===== src/rtl/uart_rx_cfg.sv =====
// Configurable UART receiver: 5..MaxDataBits data, optional parity, 1/2 stop bits,
// majority-voted sampling, one-entry holding register with overrun and break reporting.
module uart_rx_cfg #(
    parameter int unsigned BitTicks    = 16,
    parameter int unsigned MaxDataBits = 9
) (
    input  logic                   clk_i,
    input  logic                   arst_ni,
    input  logic                   rx_i,
    input  logic [3:0]             cfg_data_bits_i,
    input  logic                   cfg_parity_en_i,
    input  logic                   cfg_parity_type_i,
    input  logic                   cfg_two_stop_i,
    output logic [MaxDataBits-1:0] data_o,
    output logic                   data_valid_o,
    input  logic                   data_ready_i,
    output logic                   parity_err_o,
    output logic                   frame_err_o,
    output logic                   overrun_o,
    output logic                   break_o
);

    localparam int unsigned TickW = $clog2(BitTicks);
    localparam int unsigned IdxW  = $clog2(MaxDataBits);
    localparam int unsigned Mid   = BitTicks / 2;

    typedef enum logic [2:0] {
        IDLE,
        START,
        DATA,
        PARITY,
        STOP1,
        STOP2,
        BRK_WAIT
    } state_e;

    state_e state_q, state_d;

    logic                   rx_meta, rxs, rxs_q;
    logic [TickW-1:0]       tick_q;
    logic [IdxW-1:0]        bit_idx_q;
    logic [1:0]             samp_q;
    logic [MaxDataBits-1:0] data_q;
    logic [3:0]             nbits_q;
    logic                   par_en_q, par_odd_q, two_stop_q;
    logic                   par_bit_q, perr_q, ferr_q;

    logic [3:0] nbits_c;
    logic       at_dec_c, at_end_c, maj_c, last_bit_c, is_break_c;
    logic       start_c, complete_c, brk_c;

    // Two-flop synchroniser plus one delay stage for falling-edge detection
    always_ff @(posedge clk_i or negedge arst_ni) begin
        if (!arst_ni) begin
            rx_meta <= 1'b1;
            rxs     <= 1'b1;
            rxs_q   <= 1'b1;
        end else begin
            rx_meta <= rx_i;
            rxs     <= rx_meta;
            rxs_q   <= rxs;
        end
    end

    always_comb begin
        if (cfg_data_bits_i < 4'd5)                   nbits_c = 4'd5;
        else if (cfg_data_bits_i > 4'(MaxDataBits))   nbits_c = 4'(MaxDataBits);
        else                                          nbits_c = cfg_data_bits_i;
    end

    assign at_dec_c   = (tick_q == TickW'(Mid + 1));
    assign at_end_c   = (tick_q == TickW'(BitTicks - 1));
    assign maj_c      = (samp_q[0] & samp_q[1]) | (samp_q[0] & rxs) | (samp_q[1] & rxs);
    assign last_bit_c = (bit_idx_q == IdxW'(nbits_q - 4'd1));
    assign is_break_c = !maj_c && (data_q == '0) && !(par_en_q && par_bit_q);

    always_ff @(posedge clk_i or negedge arst_ni) begin
        if (!arst_ni) state_q <= IDLE;
        else          state_q <= state_d;
    end

    always_comb begin
        state_d    = state_q;
        start_c    = 1'b0;
        complete_c = 1'b0;
        brk_c      = 1'b0;
        unique case (state_q)
            IDLE: begin
                if (rxs_q && !rxs) begin
                    state_d = START;
                    start_c = 1'b1;
                end
            end
            START: begin
                if (at_dec_c && maj_c) state_d = IDLE;
                else if (at_end_c)     state_d = DATA;
            end
            DATA: begin
                if (at_end_c && last_bit_c) state_d = par_en_q ? PARITY : STOP1;
            end
            PARITY: begin
                if (at_end_c) state_d = STOP1;
            end
            STOP1: begin
                if (at_dec_c && is_break_c) begin
                    state_d = BRK_WAIT;
                    brk_c   = 1'b1;
                end else if (at_dec_c && !two_stop_q) begin
                    state_d    = IDLE;
                    complete_c = 1'b1;
                end else if (at_end_c && two_stop_q) begin
                    state_d = STOP2;
                end
            end
            STOP2: begin
                if (at_dec_c) begin
                    state_d    = IDLE;
                    complete_c = 1'b1;
                end
            end
            BRK_WAIT: begin
                if (rxs) state_d = IDLE;
            end
            default: state_d = IDLE;
        endcase
    end

    // Bit timing, sampling and frame assembly
    always_ff @(posedge clk_i or negedge arst_ni) begin
        if (!arst_ni) begin
            tick_q     <= '0;
            bit_idx_q  <= '0;
            samp_q     <= 2'b11;
            data_q     <= '0;
            nbits_q    <= 4'd8;
            par_en_q   <= 1'b0;
            par_odd_q  <= 1'b0;
            two_stop_q <= 1'b0;
            par_bit_q  <= 1'b0;
            perr_q     <= 1'b0;
            ferr_q     <= 1'b0;
        end else begin
            if (state_q == IDLE || state_d != state_q || at_end_c) tick_q <= '0;
            else                                                    tick_q <= tick_q + TickW'(1);

            if (tick_q == TickW'(Mid - 1)) samp_q[0] <= rxs;
            if (tick_q == TickW'(Mid))     samp_q[1] <= rxs;

            if (start_c) begin
                nbits_q    <= nbits_c;
                par_en_q   <= cfg_parity_en_i;
                par_odd_q  <= cfg_parity_type_i;
                two_stop_q <= cfg_two_stop_i;
                data_q     <= '0;
                bit_idx_q  <= '0;
                par_bit_q  <= 1'b0;
                perr_q     <= 1'b0;
                ferr_q     <= 1'b0;
            end

            if (state_q == DATA) begin
                if (at_dec_c) data_q[bit_idx_q] <= maj_c;
                if (at_end_c) bit_idx_q <= bit_idx_q + IdxW'(1);
            end

            if (state_q == PARITY && at_dec_c) begin
                par_bit_q <= maj_c;
                perr_q    <= ((^data_q) ^ par_odd_q) != maj_c;
            end

            if ((state_q == STOP1 || state_q == STOP2) && at_dec_c && !maj_c) ferr_q <= 1'b1;
        end
    end

    // Holding register; the stop bit being decided this cycle folds into the framing flag
    always_ff @(posedge clk_i or negedge arst_ni) begin
        if (!arst_ni) begin
            data_o       <= '0;
            data_valid_o <= 1'b0;
            parity_err_o <= 1'b0;
            frame_err_o  <= 1'b0;
            overrun_o    <= 1'b0;
            break_o      <= 1'b0;
        end else begin
            overrun_o <= 1'b0;
            break_o   <= brk_c;
            if (complete_c) begin
                if (!data_valid_o || data_ready_i) begin
                    data_o       <= data_q;
                    parity_err_o <= perr_q;
                    frame_err_o  <= ferr_q | ~maj_c;
                    data_valid_o <= 1'b1;
                end else begin
                    overrun_o <= 1'b1;
                end
            end else if (data_ready_i) begin
                data_valid_o <= 1'b0;
            end
        end
    end

endmodule


===== config.mk =====
export PLATFORM = sky130hd
export DESIGN_NAME = uart_rx_cfg
export DESIGN_NICKNAME = d
export VERILOG_FILES = /design/src/rtl/uart_rx_cfg.sv
export SDC_FILE = /design/constraint.sdc
export NUM_CORES = 1
export LEC_CHECK = 0
export CAP_MARGIN = 20
export CORE_MARGIN = 4
export CORE_UTILIZATION = 61
export CTS_CLUSTER_SIZE = 16
export DETAILED_ROUTE_END_ITERATION = 10
export GPL_ROUTABILITY_DRIVEN = 0
export PLACE_DENSITY = 0.87
export SLEW_MARGIN = 15
export SYNTH_ARGS = -nofsm -noshare
export SYNTH_HDL_FRONTEND = slang
export SYNTH_SLANG_ARGS = --single-unit

===== constraint.sdc =====
create_clock -name clk_i -period 3.49 [get_ports clk_i]
set_input_delay 0.698 -clock clk_i [delete_from_list [all_inputs] [get_ports clk_i]]
set_output_delay 0.698 -clock clk_i [all_outputs]
set_load 0.03 [all_outputs]

* Yosys cells after proc, flatten, opt, wreduce, memory -nomap -nowiden *
Cells that the tools add are included.

storage, ports and cells
  register bits after elaboration = 49
  memories kept = 0
  memory bits (writable) = 0
  input port bits = 11
  bits in read-only memories = 0
  word-level logic and storage cells = 122
  latch bits = 0

cells by class
  divide/modulo/power cells = 0
  $mul = 0
  shifts and indexed selects = 0
  reductions and logical operators = 30
  muxes and demuxes = 41
  equality and inequality tests = 14
  bitwise operators = 8
  order comparisons = 4
  add/subtract/negate cells = 3

operators with widths
  operator             count
  $mux 3               11
  $mux 9               3
  $mux 4               6
  $pmux 3 s7           1
  $mux 1               17
  $logic_and 1x1->1    13
  $eq 4x4->1 const B   3
  $bwmux 9             1
  $eq 3x3->1 const B   3
  $logic_not 9->1      1
  $reduce_xor 9->1     1
  $add 4x1->4 const B  2
  $eq 3x2->1 const B   2
  $reduce_bool 2->1    3
  $logic_not 1->1      5
  $lt 4x5->1 const B   1
  $demux 1 s4          1
  $eq 4x3->1 const B   1
  $eq 4x4->1           1
  $ge 4x1->1 const B   1
  $gt 4x4->1 const B   1
  $logic_or 1x1->1     4
  $lt 4x3->1 const B   1
  $reduce_and 2->1     2
  other kinds (11)     15

* Depth between registers and ports, before layout *
Gate-level depths: netlist (run 1).

  word-level depth = 13
  depth in mapped cells = 8

* Worst setup path before layout (run 1) *
No wires, ideal clock.

  path kind = register -> register
  start = reg rxs
  end = reg data_o[0]
  cell stages (with the launch flop) = 7
  arrival time = 1.849 ns
  buffers on the path = 1
  required time = 3.365 ns
  path slack = 1.516 ns
  period minus slack after synthesis = 1.974 ns
  setup time = 0.125 ns
  cells stage by stage = dfstp_2 > maj3_2 > a2111oi_4 > nor2_2 > o211ai_2 > buf_6 > mux2_4

between the ends
  cells in the longest elaborated chain, start to end = 10
  elaborated cells on any way between the ends = 11
  classes of those cells = 2 x mux; 4 x bitwise; 5 x reduce/logical

RTL lines
  element                              line  source
  start: declaration                   39    logic rx_meta, rxs, rxs_q;
  start signal: assignment             60    rxs <= rx_meta;
  $and 1x1->1                          73    assign maj_c = (samp_q[0] & samp_q[1]) | (samp_q[0] & rxs) | (samp_q[1] & rxs);
  $or 1x1->1                           73
  $or 1x1->1 *                         73
  $logic_not 1->1 *                    75    assign is_break_c = !maj_c && (data_q == '0) && !(par_en_q && par_bit_q);
  $logic_and 1x1->1 * (2 in series)    75
  $logic_and 1x1->1 *                  105   if (at_dec_c && is_break_c) begin
  $mux 1 *                             105
  $pmux 1 s2 *                         87    unique case (state_q)
  $reduce_and 2->1 (no source line) *  -
  end signal: assignment               189   data_o <= data_q;
  end: declaration                     14    output logic [MaxDataBits-1:0] data_o,

Every way passes the cells marked *; elsewhere a longest branch is shown, timed or not.
A chain may end at the register's enable or synchronous reset.

* Final worst setup path (run 1) *
  start = reg rxs
  end = reg parity_err_o

between the ends
  cells in the longest elaborated chain, start to end = 10
  elaborated cells on any way between the ends = 11
  classes of those cells = 2 x mux; 4 x bitwise; 5 x reduce/logical

RTL lines
  element                              line  source
  $and 1x1->1                          73
  $or 1x1->1                           73
  $or 1x1->1 *                         73
  $logic_not 1->1 *                    75
  $logic_and 1x1->1 * (2 in series)    75
  $logic_and 1x1->1 *                  105
  $mux 1 *                             105
  $pmux 1 s2 *                         87
  $reduce_and 2->1 (no source line) *  -
  end signal: assignment               190   parity_err_o <= perr_q;
  end: declaration                     17    output logic parity_err_o,

Marks and branches as above.

==> metrics.md, run 1 <==
| Metric | Value |
|---|---|
| TritonCTS Buffers | 5 |
| WS Path Type | reg2reg |
| # IOs | 25 |
| FF-to-FF Start | rxs |
| Critical-path top delay cell | o211ai_2 |
| Final Power | 1.60 mW |
| Area share of xor/xnor cells in the synthesized design | roughly 5.4% |
| Multi-input logic area | between 1000 and 1500 sq um |
| Net Count, Synth | 270 |
| CP peak stage delay | roughly 0.65 ns |
| Critical path peak fanout | 11 |
| CTS tree | built |
| Postcts setup bufs | 0 |
| Met1 WL | 2.15 mm |
| Flops & latches, synth | roughly 50 |
| Clk_skew | 0.00932 ns |
| Critical path endpoint | parity_err_o |
| Max Fclk | ~400 MHz |
| Final #Nets | ~290 |
| Initial antenna violation count | 0 |
| Setup violators final | 0 |
| CP required | between 3 and 4 ns |
| Worst vdd ir | 0.307 mV |
| Sequential cell area | 1230 sq um |
| Final instance area | slightly below 3000 sq um |
| Critical Path Sink Type | flip-flop |
| Share of cells above drive strength 1 | between 10% and 20% |
| Met2 wire len | 2.47 mm |
| Largest family of logic cells by synthesized area | simple AND/OR/NAND/NOR gates |
| Initial Utilization | 63.8% |
| Cts repair resizes | 0 |
| Min-Delay Path Class | reg2reg |
| Die X | 73.1 um |
| Ys async rst share | 100% |
| Power Density | 544 nW/um^2 |
| WP data arrival | 2.72 ns |
| Drt pass-1 iters | 4 |
| Gate Count Post-Synth | 247 |
| Final Hold Viols | 0 |
| Cell area after synthesis | 2590 sq um |
| Vias/cell | 5.82 |
| DR WL met3 | about 280 um |
| GRT Total Usage | 21.3% |
| Placed Cells | approximately 310 |
| Global route total overflow | 0 |
| Post-DP HPWL | 3.63 mm |
| Critical path buffers and inverters | 0 |
| P_leak | 1.30 nW |
| Area grow syn2layout | 13.7% |
| Synth Area in Simple Gates | 18.5% |
| Seq/Total Area, Yosys | 47.7% |
| Total wire length | 4.99 mm |
| Crit share post-route | 72.5% |
| Mux cell area share after synthesis | approximately 7.3% |
| Startpoint Class | flip-flop |
| RSZ-0062 raised after global routing | false |
| Post-synth EDFFs | 0 |
| H-Tree Depth | 2 |
| Die Height | 73.1 um |
| Synth Area per Inst | 10.5 sq um |
| Post-DP Area | 2850 sq um |
| Largest net degree at the start of global routing | 50 |
| Worst setup path startpoint | rxs |
| IO Port Bufs | 24 |
| Reg clk slew, reported paths | ~0.08 ns |
| Levels on crit path | 5 |
| Core ar. | 4060 sq um |
| Adder-Cell Fraction of Synth Area | just over 6% |
| Uppermost layer routed | met4 |
| Global-route wire length before repair | 8.64 mm |
| Drt wl/cell | 15.6 um |
| Hold Crit Depth | 0 |
| CP cell instances | maj3_2, a2111oi_4, nor2_2, o211ai_2, mux2_2 |
| Reg2reg end | parity_err_o |
| Setup TNS | 0 ns |
| Reg-to-reg slack, setup | 0.96 ns |
| Drt initial violations | a little over 90 |
| Hold buffers post-CTS | 0 |
| Cell family with most CP delay | compound AO/OA/AOI/OAI gates |
| R2r worst-path depth | 5 |
| Filler cell count | 285 |
| Routed vias | 1868 |
| Slew Limit Fails | 0 |
| Maximum clock insertion buffer count | 2 |
| Die Area | ~5400 sq um |
| CTS Sinks | 49 |
| Site Rows | 23 |
| Slew headroom | about 46% |
| Top_reg_cell synth | dfrtp_1 |
| Synth warn | 0 |
| Most frequent cells in the layout | 43 x dfrtp_1, 23 x clkdlybuf4s50_1, 22 x nand3_1, 22 x nand2_1, 17 x inv_1 |
| Yosys cell types | 49 |
| Max Cap Violations | 0 |
| CTS Root Cell | clkbuf_8 |
| Fin cells | 321 |
| Number of global-route vias before repair | 1894 |
| Clk_lat worst skew | 0.30 ns |
| Status | complete, no violations |
| Final min period | 2.53 ns |
| Antenna fix cells | 0 |
| Antenna Violating Nets Remaining | 0 |
| DRC Markers | 0 |
| Synth Area in Compound Gates | 10.9% |
| Worst Tran Pin Value | ~0.80 ns |
| Most common cell after layout, fill and taps aside | dfrtp_1 |
## worst min-delay path by stage
stage          startpoint  end  slack [ns]
3_5_place_dp      rx_meta  rxs        0.36
5_1_grt           rx_meta  rxs        0.37
3_3_place_gp      rx_meta  rxs        0.35
4_1_cts           rx_meta  rxs        0.37
6_report          rx_meta  rxs        0.37
2_1_floorplan     rx_meta  rxs        0.35
## final cells by class
cell class	instances	share of cell area [%]
Multi-Input combinational cell	173	42.5
Sequential cell	49	41.9
Timing Repair Buffer	25	8.33
Clock buffer	7	2.93
Inverter	17	2.17
Tap cell	50	2.13
## kinds of logic (layout without fill, tap and decap cells)
| logic type | after synthesis | after routing |
|---|---|---|
| flops | 49 | 49 |
| mux | 14 | 14 |
| compound gates | 38 | 38 |
| buf+inv | 25 | 49 |
| simple gates | 92 | 92 |
| fa+ha+maj | 13 | 13 |
| xor+xnor | 16 | 16 |
## layer usage
metal / up-vias / GRT usage, %
li1: 912 / -
met1: 886 / 27.4
met2: 60 / 34.4
met3: 10 / 4.68
met4: 0 / 9.43
met5: - / 0
## report_power, final
group          internal (mW)  switching (mW)  leakage (nW)
Sequential             0.666           0.119         0.637
Combinational          0.224           0.260         0.618
Clock                  0.157           0.173        0.0443
## flip-flops by register name (all words and copies together), names as in the netlist, 2 cells and up
name,count
bit_idx_q,4
data_o,9
samp_q,2
data_q,9
nbits_q,4
tick_q,4
state_q,3
## worst reg2reg max path, cell delays in order, from the launching register on
cell and delay [ns]:
dfstp_2 0.41, maj3_2 0.40, a2111oi_4 0.48, nor2_2 0.08, o211ai_2 0.65, mux2_2 0.41
## Yosys cell counts, types with 4 or more instances
cell | n | share of area [%]
dfstp_2 | 6 | 6.1
mux2_4 | 9 | 5.2
inv_1 | 17 | 2.5
dfrtp_1 | 43 | 42
clkbuf_1 | 5 | 0.73
nand2_1 | 22 | 3.2
xnor2_1 | 12 | 4.1
a22o_1 | 4 | 1.4
nand3_1 | 22 | 4.3
nor3_1 | 5 | 0.97
xor2_1 | 4 | 1.4
mux2_2 | 4 | 1.7
o21ai_0 | 14 | 2.7
nor2_1 | 15 | 2.2
ha_1 | 12 | 5.8
## per-stage QoR
step,util (%),setup slack (ns),hold WS (ns)
global route,72.5,0.861,0.373
CTS,72.5,0.969,0.368
detailed placement,70.3,0.977,0.356
floorplan,-,1.52,0.345
global placement,70.3,1.09,0.346
finish,72.5,0.961,0.365
Note: power is estimated with default switching activity, not from simulation.
==> run 2, diff against run 1 <==
--- a/config.mk
+++ b/config.mk
@@ -7,11 +7,11 @@
 export LEC_CHECK = 0
 export CAP_MARGIN = 20
 export CORE_MARGIN = 4
-export CORE_UTILIZATION = 61
+export CORE_UTILIZATION = 57
 export CTS_CLUSTER_SIZE = 16
 export DETAILED_ROUTE_END_ITERATION = 10
 export GPL_ROUTABILITY_DRIVEN = 0
-export PLACE_DENSITY = 0.87
+export PLACE_DENSITY = 0.83
 export SLEW_MARGIN = 15
 export SYNTH_ARGS = -nofsm -noshare
 export SYNTH_HDL_FRONTEND = slang
==> constraint.sdc (replaced) <==
create_clock -name clk_i -period 2.6 [get_ports clk_i]
set_input_delay 0.52 -clock clk_i [delete_from_list [all_inputs] [get_ports clk_i]]
set_output_delay 0.52 -clock clk_i [all_outputs]
set_load 0.03 [all_outputs]
==> run 2 against run 1 <==
  * Register-to-register slack got worse by 0.58 ns
  * Die area increased by 6.2%
  * Core utilization down 4.1 points
  * Clock skew is 0.0031 ns lower
  * Sequential share of layout area down 0.80 points
  * Largest cell class unchanged
  * Highest routed layer unchanged
  * Cell count increased by 1.6%
  * Combinational power rose by 32%
  * Maximum frequency grew 14%
  * Hold slack worse by 0.16 ns
==> metrics.md, run 2 (synthesis results as in run 1) <==
| Metric | Value |
|---|---|
| Area grow syn2layout | 15.9% |
| Final instance area | 3000 sq um (+2.0%) |
| Number of global-route vias before repair | 1775 (-6.3%) |
| CTS Root Cell | clkbuf_8 |
| Max Cap Violations | 0 (unchanged) |
| Global route total overflow | 0 (unchanged) |
| Routed vias | 1907 (+2.1%) |
| Site Rows | 24 (+4.3%) |
| Slew headroom | 54.6% (+8.2 points) |
| GRT Total Usage | 19.8% (-1.6 points) |
| Reg clk slew, reported paths | 0.09 ns (about the same) |
| Worst vdd ir | 0.381 mV (+24%) |
| Status | complete, no violations |
| Crit share post-route | 85.5% (+13 points) |
| Share of cells above drive strength 1 | 14.6% (+0.95 points) |
| Final Hold Viols | 0 (unchanged) |
| IO Port Bufs | 24 (unchanged) |
| Setup TNS | 0 ns (unchanged) |
| Fin cells | 326 (+1.6%) |
| Cts repair resizes | 0 (unchanged) |
| Startpoint Class | flip-flop |
| Critical path peak fanout | 11 (unchanged) |
| Postcts setup bufs | 0 (unchanged) |
| RSZ-0062 raised after global routing | false |
| Final min period | 2.22 ns (-0.306 ns) |
| Clk_lat worst skew | 0.30 ns (about the same) |
| TritonCTS Buffers | 5 (unchanged) |
| Min-Delay Path Class | in2async |
| Largest net degree at the start of global routing | 28 (-44%) |
| Power Density | 750 nW/um^2 (+38%) |
| # IOs | 25 (unchanged) |
| Max Fclk | 450 MHz (+14%) |
| Die X | 75.4 um (+3.1%) |
| Worst Tran Pin Value | 0.680 ns (-0.122 ns) |
| Drt pass-1 iters | 4 (unchanged) |
| Largest registers | data_o: 9 flops, data_q: 9 flops |
| Die Height | 75.4 um (+3.1%) |
| Initial Utilization | 59.0% (-4.8 points) |
| Most common cell after layout, fill and taps aside | dfrtp_1 |
| Global-route wire length before repair | 8.41 mm (-2.6%) |
| Antenna Violating Nets Remaining | 0 (unchanged) |
| H-Tree Depth | 2 (unchanged) |
| Placed Cells | 318 (+1.3%) |
| CP required | 2.79 ns (-0.89 ns) |
| Clk_skew | 0.00624 ns (-0.00308 ns) |
| DRC Markers | 0 (unchanged) |
| Core ar. | 4380 sq um (+8.0%) |
| CTS tree | built |
| Drt initial violations | 113 (+22%) |
| Vias/cell | 5.85 (+0.52%) |
| WP data arrival | 2.42 ns (-0.30 ns) |
| Final Power | 2.25 mW (+41%) |
| Post-DP HPWL | 3.70 mm (+1.8%) |
| Drt wl/cell | 15.7 um (+0.83%) |
| Maximum clock insertion buffer count | 2 (unchanged) |
| Hold buffers post-CTS | 0 (unchanged) |
| Setup violators final | 0 (unchanged) |
| Total wire length | 5.11 mm (+2.4%) |
| P_leak | 1.33 nW (+2.1%) |
| CTS Sinks | 49 (unchanged) |
| Critical Path Sink Type | flip-flop |
| Filler cell count | 343 (+20%) |
| Post-DP Area | 2880 sq um (+1.1%) |
| Final #Nets | 296 (+0.68%) |
| Antenna fix cells | 0 (unchanged) |
| FF-to-FF Start | tick_q[1] |
| CP peak stage delay | 0.49 ns (-0.16 ns) |
| Worst setup path startpoint | tick_q[1] |
| Initial antenna violation count | 0 (unchanged) |
| Most frequent cells in the layout | 43 x dfrtp_1, 23 x clkdlybuf4s50_1, 22 x nand3_1, 22 x nand2_1, 17 x inv_1 |
| Critical-path top delay cell | nor3_1 |
| Die Area | 5680 sq um (+6.2%) |
| Slew Limit Fails | 0 (unchanged) |
| CP cell instances | inv_1, ha_1, nand3b_1, nor3_1, o211ai_2, buf_4, mux2_4 |
| WS Path Type | reg2reg |
==> run 2: layout make-up <==
| cell class | instances | area [sq um] | share of cell area, % |
|---|---|---|---|
| inverters | 17 | 63.8 | 2.13 |
| clock inverters | 1 | 30.0 | 1.00 |
| repair buffers | 27 | 270 | 9.01 |
| well taps | 52 | 65.1 | 2.17 |
| clock buffers | 7 | 86.3 | 2.88 |
| flip-flops and latches | 49 | 1230 | 41.1 |
| multi-input cells | 173 | 1250 | 41.7 |
==> run 2: layer usage <==
layer	wire length, um	part of all wire [%]	vias to the layer above	track usage (%)
met1	2300	45	944	25.2
met5	0	0	-	0
met3	246	4.8	8	2.90
met2	2500	49	38	33.7
met4	70	1.4	0	7.96
li1	-	-	917	-
==> run 2: metrics by stage <==
stage	util, %	hold slack [ns]	setup WS, ns
CTS	68.4	0.229	0.392
floorplan	-	0.224	0.626
global placement	65.8	0.347	0.508
global route	68.4	0.263	0.250
finish	68.4	0.209	0.378
detailed placement	65.8	0.349	0.449
==> run 2: worst paths after layout <==
kind	cells after the start	endpoint	slack, ns
max	7	data_o[6]	0.38
max reg2reg	7	data_o[6]	0.38
min	1	data_o[2]	0.21
max in group asynchronous	2	nbits_q[3]	1.79
min in group clk_i	0	rxs	0.36
min reg2reg	0	rxs	0.36
==> run 2: worst max-delay path: cells and delay by family, from the launching register on <==
family / cells / cell delay (ns)
AND/OR/NAND/NOR: 2 / 0.78
flip-flops: 1 / 0.40
buffers and inverters: 2 / 0.31
multiplexers: 1 / 0.31
AO/OA/AOI/OAI: 1 / 0.17
adder cells (fa/ha/maj): 1 / 0.14
==> run 2: power by group <==
group / leakage [nW] / switching [mW] / internal (mW)
clock: 0.0585 / 0.245 / 0.314
combinational: 0.630 / 0.336 / 0.303
sequential: 0.637 / 0.158 / 0.894
total: 1.33 / 0.739 / 1.51
